## src/rtl/phrase_sequencer_pkg.sv

```systemverilog
// Shared widths and FSM state encoding for the phrase sequencer.
// Pure declarations; no timing or flow-control behaviour.
package phrase_sequencer_pkg;

  localparam int ROW_W    = 4;
  localparam int CHANNELS = 4;
  localparam int TEMPO_W  = 8;
  localparam int ACC_W    = 34;

  typedef logic [1:0] seq_state_t;

  localparam seq_state_t ST_IDLE    = 2'd0;
  localparam seq_state_t ST_PLAYING = 2'd1;
  localparam seq_state_t ST_PAUSED  = 2'd2;
  localparam seq_state_t ST_DONE    = 2'd3;

endpackage

```

## src/rtl/phrase_sequencer_if.sv

```systemverilog
// Control and playback signals between the control front end and the sequencer.
// Level/pulse signalling only: no backpressure, consumers must take every pulse.
interface phrase_sequencer_if;
  import phrase_sequencer_pkg::*;

  logic                play_enable;
  logic                loop_enable;
  logic                restart;
  logic [TEMPO_W-1:0]  tempo;
  logic [ROW_W-1:0]    last_row;
  logic [CHANNELS-1:0] note_present;

  logic [ROW_W-1:0]    row;
  logic                row_tick;
  logic [CHANNELS-1:0] note_trigger;
  logic                playing;
  logic                phrase_done;

  modport master (
    output play_enable, loop_enable, restart, tempo, last_row, note_present,
    input  row, row_tick, note_trigger, playing, phrase_done
  );

  modport slave (
    input  play_enable, loop_enable, restart, tempo, last_row, note_present,
    output row, row_tick, note_trigger, playing, phrase_done
  );

endinterface

```

## src/rtl/phrase_sequencer_tick_gen.sv

```systemverilog
// Phase accumulator turning BPM into row steps; step is combinational, acc updates on the same edge.
// No backpressure: run gates accumulation, clear zeroes the phase.
module phrase_sequencer_tick_gen
  import phrase_sequencer_pkg::*;
#(
  parameter int CLK_HZ        = 100_000_000,
  parameter int ROWS_PER_BEAT = 4
) (
  input  logic               clk,
  input  logic               rst_active_low,
  input  logic               run,
  input  logic               clear,
  input  logic [TEMPO_W-1:0] tempo,
  output logic               step
);

  // Threshold is clocks-per-minute; adding rows-per-minute each clock gives an exact long-term rate.
  localparam logic [ACC_W-1:0] TICK_TH = ACC_W'(longint'(CLK_HZ) * 64'sd60);
  localparam logic [ACC_W-1:0] RPB     = ACC_W'(ROWS_PER_BEAT);

  logic [ACC_W-1:0] acc;
  logic [ACC_W-1:0] sum;
  logic             wrap;
  logic             active;

  assign active = run && (tempo != '0);
  assign sum    = acc + ({{(ACC_W-TEMPO_W){1'b0}}, tempo} * RPB);
  assign wrap   = (sum >= TICK_TH);
  assign step   = active && wrap;

  always_ff @(posedge clk or negedge rst_active_low) begin
    if (!rst_active_low) begin
      acc <= '0;
    end else if (clear) begin
      acc <= '0;
    end else if (active) begin
      acc <= wrap ? (sum - TICK_TH) : sum;
    end
  end

endmodule

```

## src/rtl/phrase_sequencer.sv

```systemverilog
// Phrase row scheduler: play/pause/loop/restart FSM, row counter and per-channel note triggers.
// Row/row_tick register on the step edge, note_trigger one cycle later; no backpressure.
module phrase_sequencer
  import phrase_sequencer_pkg::*;
#(
  parameter int CLK_HZ        = 100_000_000,
  parameter int ROWS_PER_BEAT = 4
) (
  input  logic               clk,
  input  logic               rst_active_low,
  phrase_sequencer_if.slave  bus
);

  seq_state_t          state;
  seq_state_t          state_nxt;
  logic [ROW_W-1:0]    row_q;
  logic [ROW_W-1:0]    row_nxt;
  logic                tick_nxt;
  logic                done_nxt;
  logic                row_tick_q;
  logic                done_q;
  logic [CHANNELS-1:0] trig_q;
  logic                run;
  logic                clear;
  logic                step;

  // Restart and pause both pre-empt the step, so the accumulator only runs on a clean playing cycle.
  assign run   = (state == ST_PLAYING) && bus.play_enable && !bus.restart;
  assign clear = ((state == ST_IDLE) && bus.play_enable) || ((state != ST_IDLE) && bus.restart);

  phrase_sequencer_tick_gen #(
    .CLK_HZ        (CLK_HZ),
    .ROWS_PER_BEAT (ROWS_PER_BEAT)
  ) u_tick_gen (
    .clk            (clk),
    .rst_active_low (rst_active_low),
    .run            (run),
    .clear          (clear),
    .tempo          (bus.tempo),
    .step           (step)
  );

  always_comb begin
    state_nxt = state;
    row_nxt   = row_q;
    tick_nxt  = 1'b0;
    done_nxt  = 1'b0;
    case (state)
      ST_IDLE: begin
        if (bus.play_enable) begin
          state_nxt = ST_PLAYING;
          row_nxt   = '0;
          tick_nxt  = 1'b1;
        end
      end
      ST_PLAYING: begin
        if (bus.restart) begin
          row_nxt = '0;
          if (bus.play_enable) tick_nxt  = 1'b1;
          else                 state_nxt = ST_PAUSED;
        end else if (!bus.play_enable) begin
          state_nxt = ST_PAUSED;
        end else if (step) begin
          if (row_q < bus.last_row) begin
            row_nxt  = row_q + ROW_W'(1);
            tick_nxt = 1'b1;
          end else if (bus.loop_enable) begin
            row_nxt  = '0;
            tick_nxt = 1'b1;
            done_nxt = 1'b1;
          end else begin
            state_nxt = ST_DONE;
            done_nxt  = 1'b1;
          end
        end
      end
      ST_PAUSED: begin
        if (bus.restart)     row_nxt   = '0;
        if (bus.play_enable) state_nxt = ST_PLAYING;
      end
      ST_DONE: begin
        if (bus.restart) begin
          row_nxt = '0;
          if (bus.play_enable) begin
            state_nxt = ST_PLAYING;
            tick_nxt  = 1'b1;
          end else begin
            state_nxt = ST_PAUSED;
          end
        end else if (!bus.play_enable) begin
          state_nxt = ST_IDLE;
        end
      end
      default: state_nxt = ST_IDLE;
    endcase
  end

  always_ff @(posedge clk or negedge rst_active_low) begin
    if (!rst_active_low) begin
      state      <= ST_IDLE;
      row_q      <= '0;
      row_tick_q <= 1'b0;
      done_q     <= 1'b0;
      trig_q     <= '0;
    end else begin
      state      <= state_nxt;
      row_q      <= row_nxt;
      row_tick_q <= tick_nxt;
      done_q     <= done_nxt;
      // Notes for the row just entered are dropped if playback stops before they sound.
      trig_q     <= (row_tick_q && (state_nxt == ST_PLAYING)) ? bus.note_present : '0;
    end
  end

  assign bus.row          = row_q;
  assign bus.row_tick     = row_tick_q;
  assign bus.phrase_done  = done_q;
  assign bus.note_trigger = trig_q;
  assign bus.playing      = (state == ST_PLAYING);

endmodule

```

## src/flat_wrapper.sv

```systemverilog
// flat-port wrapper written by rule: the top's interface ports become plain ports
module phrase_sequencer_flat import phrase_sequencer_pkg::*;
#(
  parameter int CLK_HZ        = 100_000_000,
  parameter int ROWS_PER_BEAT = 4
)
  (clk, rst_active_low, bus_play_enable, bus_loop_enable, bus_restart, bus_tempo, bus_last_row, bus_note_present, bus_row, bus_row_tick, bus_note_trigger, bus_playing, bus_phrase_done);
  phrase_sequencer_if bus_i ();
  input  logic clk;
  input  logic rst_active_low;
  input wire logic [$bits(bus_i.play_enable)-1:0] bus_play_enable;
  input wire logic [$bits(bus_i.loop_enable)-1:0] bus_loop_enable;
  input wire logic [$bits(bus_i.restart)-1:0] bus_restart;
  input wire logic [$bits(bus_i.tempo)-1:0] bus_tempo;
  input wire logic [$bits(bus_i.last_row)-1:0] bus_last_row;
  input wire logic [$bits(bus_i.note_present)-1:0] bus_note_present;
  output wire logic [$bits(bus_i.row)-1:0] bus_row;
  output wire logic [$bits(bus_i.row_tick)-1:0] bus_row_tick;
  output wire logic [$bits(bus_i.note_trigger)-1:0] bus_note_trigger;
  output wire logic [$bits(bus_i.playing)-1:0] bus_playing;
  output wire logic [$bits(bus_i.phrase_done)-1:0] bus_phrase_done;
  assign bus_i.play_enable = bus_play_enable;
  assign bus_i.loop_enable = bus_loop_enable;
  assign bus_i.restart = bus_restart;
  assign bus_i.tempo = bus_tempo;
  assign bus_i.last_row = bus_last_row;
  assign bus_i.note_present = bus_note_present;
  assign bus_row = bus_i.row;
  assign bus_row_tick = bus_i.row_tick;
  assign bus_note_trigger = bus_i.note_trigger;
  assign bus_playing = bus_i.playing;
  assign bus_phrase_done = bus_i.phrase_done;
  phrase_sequencer #(.CLK_HZ(CLK_HZ), .ROWS_PER_BEAT(ROWS_PER_BEAT)) u_core (.clk(clk), .rst_active_low(rst_active_low), .bus(bus_i));
endmodule
```

## config.mk

```make
export PLATFORM = sky130hd
export DESIGN_NAME = phrase_sequencer_flat
export DESIGN_NICKNAME = d
export VERILOG_FILES = /design/src/rtl/phrase_sequencer_pkg.sv /design/src/rtl/phrase_sequencer_if.sv /design/src/rtl/phrase_sequencer_tick_gen.sv /design/src/rtl/phrase_sequencer.sv /design/src/flat_wrapper.sv
export SDC_FILE = /design/constraint.sdc
export NUM_CORES = 1
export LEC_CHECK = 0
export BUFFER_PORTS_ARGS = -buffer_cell sky130_fd_sc_hd__buf_2
export CAP_MARGIN = 20
export CORE_ASPECT_RATIO = 0.7
export CORE_MARGIN = 4
export CORE_UTILIZATION = 61
export CTS_BUF_LIST = sky130_fd_sc_hd__clkbuf_16
export DETAILED_ROUTE_END_ITERATION = 10
export GPL_TIMING_DRIVEN = 0
export PLACE_DENSITY = 0.81
export SLEW_MARGIN = 20
export SYNTH_ARGS = -nofsm -noshare
export SYNTH_HDL_FRONTEND = slang
export SYNTH_HIERARCHICAL = 1
export SYNTH_SLANG_ARGS = --single-unit
export TNS_END_PERCENT = 50
```

## constraint.sdc

```tcl
create_clock -name clk -period 5 [get_ports clk]
set_input_delay 1 -clock clk [delete_from_list [all_inputs] [get_ports clk]]
set_output_delay 1 -clock clk [all_outputs]
set_load 0.005 [all_outputs]
```

==> impl_metrics.json <==
{
  "hp-start": "u_core/u_tick_gen/acc[9]$_DFFE_PN0N_",
  "powerDensity_nw_per_um2": 194,
  "maxCapViolCount": 0,
  "synth_edf_count": 0,
  "rsz0062_at_grt": "no",
  "clock_latency_ns": 0.28,
  "dieHeight_um": 75.6,
  "syn_inst": 478,
  "fp.coreArea_sq_um": 6280,
  "portBuffers": 31,
  "yosysSeqAreaShare_pct": 27.7,
  "rr_startpoint": "u_core/u_tick_gen/acc[7]$_DFFE_PN0N_",
  "vias": 4087,
  "power.leakage_nw": 1.81,
  "synth.distinct_cells": 74,
  "area_growth_pct": 13.0,
  "h-tree-depth": 2,
  "synth_area_sq_um": 3980,
  "vdd_drop_max_v": 0.000144,
  "grt_pass1_vias": 3804,
  "min_period_ns": 4.84,
  "synth_nets": 513,
  "crit_path_end_kind": "register",
  "grt_overflow": 0,
  "ys_top_cells_by_area": "dfrtp_1 (28%), xnor2_1 (6.4%), a21oi_1 (5.3%)",
  "drive_above_1_share_pct": 17.9,
  "clkPwrFrac_pct": 43.0,
  "synth_warnings": 6,
  "ys_ff_latch": 44,
  "hold_viol_final": 0,
  "timing.fmax_mhz": 207,
  "clock_sinks": 44,
  "cp-start-kind": "input port",
  "slew_violations": 0,
  "synthTopCellsByCount": "dfrtp_1 (44), a21oi_1 (42), nand2_1 (41)",
  "holdPathEnd": "u_core/u_tick_gen/acc[9]$_DFFE_PN0N_",
  "dieArea_sq_um": 7900,
  "fin_skew_ns": 0.00460,
  "grt_max_degree": 45,
  "num_antenna_cells": 0,
  "power_uw": 874,
  "grt_pass1_wl_um": 19000,
  "synth_flop_cell": "dfrtp_1",
  "dr.pass1.iters": 5,
  "min_path_type": "register to register",
  "totalWireLength_um": 11700,
  "placementRows": 24,
  "avgViaCountPerCell": 6.85,
  "synth_top_area_share_pct": 27.7,
  "die_x_um": 105,
  "worstPathRequired_ns": 5.17,
  "status": "finished, final reports clean",
  "reg2reg_to": "u_core/bus.row[2]$_DFFE_PN0P_",
  "internal_power_uw": 642,
  "dp_cells": 587,
  "slew_headroom_pct": 45.4,
  "power.switching_uw": 232,
  "utilization_pct": 71.7,
  "crit_fanout": 9,
  "switching_share_pct": 26.6,
  "path_clk_slew_ns": 0.06,
  "grt_usage_pct": 30.0,
  "initial_core_util_pct": 63.4,
  "path_class": "input port to register",
  "antenna_left": 0,
  "place_congestion": 0.938,
  "hold_path_depth": 2,
  "final_nets": 553,
  "tritoncts": "done",
  "wl_per_cell_um": 19.7,
  "hpwl_um": 8510,
  "synth_most_common_cell": "dfrtp_1",
  "pwr-share-comb_pct": 14.5,
  "clockBufferDepth": 2,
  "ctsHoldBuffers": 0,
  "cp.arrival_ns": 5.01,
  "final.period_utilization_pct": 96.9,
  "antenna_found_initial": 0,
  "finalSetupViolations": 0,
  "worst_slew_pin_slew_ns": 0.813,
  "drc": 0,
  "ioPinCount": 32,
  "syn_avg_cell_area_sq_um": 8.33,
  "r2r_cells": 17,
  "synth.largest_area_cell": "dfrtp_1",
  "synthArstFlopShare_pct": 100,
  "final_cells": 597,
  "numCtsBuffers": 5,
  "clockRootBuffer": "clkbuf_16",
  "reg2reg_slack_ns": 0.61,
  "seqPwrFrac_pct": 42.6,
  "drt_iter0_markers": 395
}
## worst max-delay path by stage
stage            startpoint                            end  slack [ns]  depth (start not counted)
2_1_floorplan  bus_tempo[0]  u_core/bus.row[2]$_DFFE_PN0P_        0.06                         18
3_3_place_gp   bus_tempo[0]  u_core/bus.row[2]$_DFFE_PN0P_       -0.88                         19
3_5_place_dp   bus_tempo[0]  u_core/bus.row[2]$_DFFE_PN0P_       -0.97                         19
4_1_cts        bus_tempo[0]  u_core/bus.row[2]$_DFFE_PN0P_       0.005                         19
5_1_grt        bus_tempo[6]  u_core/bus.row[2]$_DFFE_PN0P_        0.02                         18
6_report       bus_tempo[6]  u_core/bus.row[2]$_DFFE_PN0P_        0.16                         18
## critical path: stages
cell and delay (ns):
buf_2 0.11, ha_1 0.37, a211oi_1 0.32, o22ai_1 0.29, nor2_4 0.35, xnor2_1 0.21, ha_2 0.27, inv_1 0.08
a211oi_4 0.31, nor2_1 0.14, o311ai_4 0.30, o21ai_4 0.18, nor2_4 0.17, a21boi_1 0.10, o21ai_2 0.17, a31oi_4 0.07
or2_1 0.27, a211o_1 0.30
## power groups by stage
stage / Clock (mW) / Sequential [mW] / Combinational [mW]
3_5_place_dp: 0 / 0.379 / 0.118
6_report: 0.376 / 0.372 / 0.127
5_1_grt: 0.395 / 0.373 / 0.140
2_1_floorplan: 0 / 0.377 / 0.0730
3_3_place_gp: 0 / 0.378 / 0.114
4_1_cts: 0.382 / 0.372 / 0.121
## what timing repair did
| item | 4_1_cts | 5_1_grt |
|---|---|---|
| resized for setup | 6 | 9 |
| pin swaps | 1 | 1 |
| endpoints found under the setup margin | 31 | 19 |
| setup buffers | 1 | 1 |
## cell usage in the layout, fill, tap and decap left out, types with 9 or more instances in the layout
master and instances:
nor3_1 15, nand2_1 40, inv_1 16, a21oi_1 42, o21ai_0 25, xor2_1 9
ha_1 12, nand3_1 12, and3_1 9, dfrtp_1 44, o211ai_1 15, xnor2_1 29
clkbuf_1 14, nor2_1 27, buf_2 32, or3_1 15
## layer usage
layer	GRT usage (%)	wire length (um)
met5	0	0
met4	9.14	250
met3	7.03	1210
met2	46.7	5000
met1	42.1	5280
## per-stage QoR
step	TNS, ns	area (sq um)	hold WS, ns	setup WS (ns)
floorplan	0	3980	0.499	0.0603
global placement	-13.76	4240	0.507	-0.878
detailed placement	-17.06	4240	0.517	-0.974
CTS	0	4440	0.527	0.00515
global route	0	4500	0.550	0.0217
finish	0	4500	0.528	0.157
## registers in the layout, summed over array words and instances (netlist names)
register	cells
u_core/bus.note_trigger	4
u_core/bus.phrase_done	1
u_core/bus.row	4
u_core/bus.row_tick	1
u_core/state	2
u_core/u_tick_gen/acc	32
## area by class of cell
class	count	area [sq um]
Clock buffer	5	125
Multi-Input combinational cell	395	2790
Buffer	23	116
Clock inverter	3	38.8
Sequential cell	44	1100
Timing Repair Buffer	33	173
Fill cell	489	1780
Inverter	16	60.1
Tap cell	78	97.6
## kinds of logic after synthesis
| family | count (synthesis) | share of synthesized area (%) |
|---|---|---|
| mux | 8 | 2.23 |
| xor+xnor | 39 | 8.77 |
| buf+inv | 39 | 4.43 |
| flops | 44 | 27.7 |
| fa+ha+maj | 14 | 4.59 |
| compound gates | 154 | 27.6 |
| simple gates | 180 | 24.8 |
Note: power is estimated with default switching activity, not from simulation.
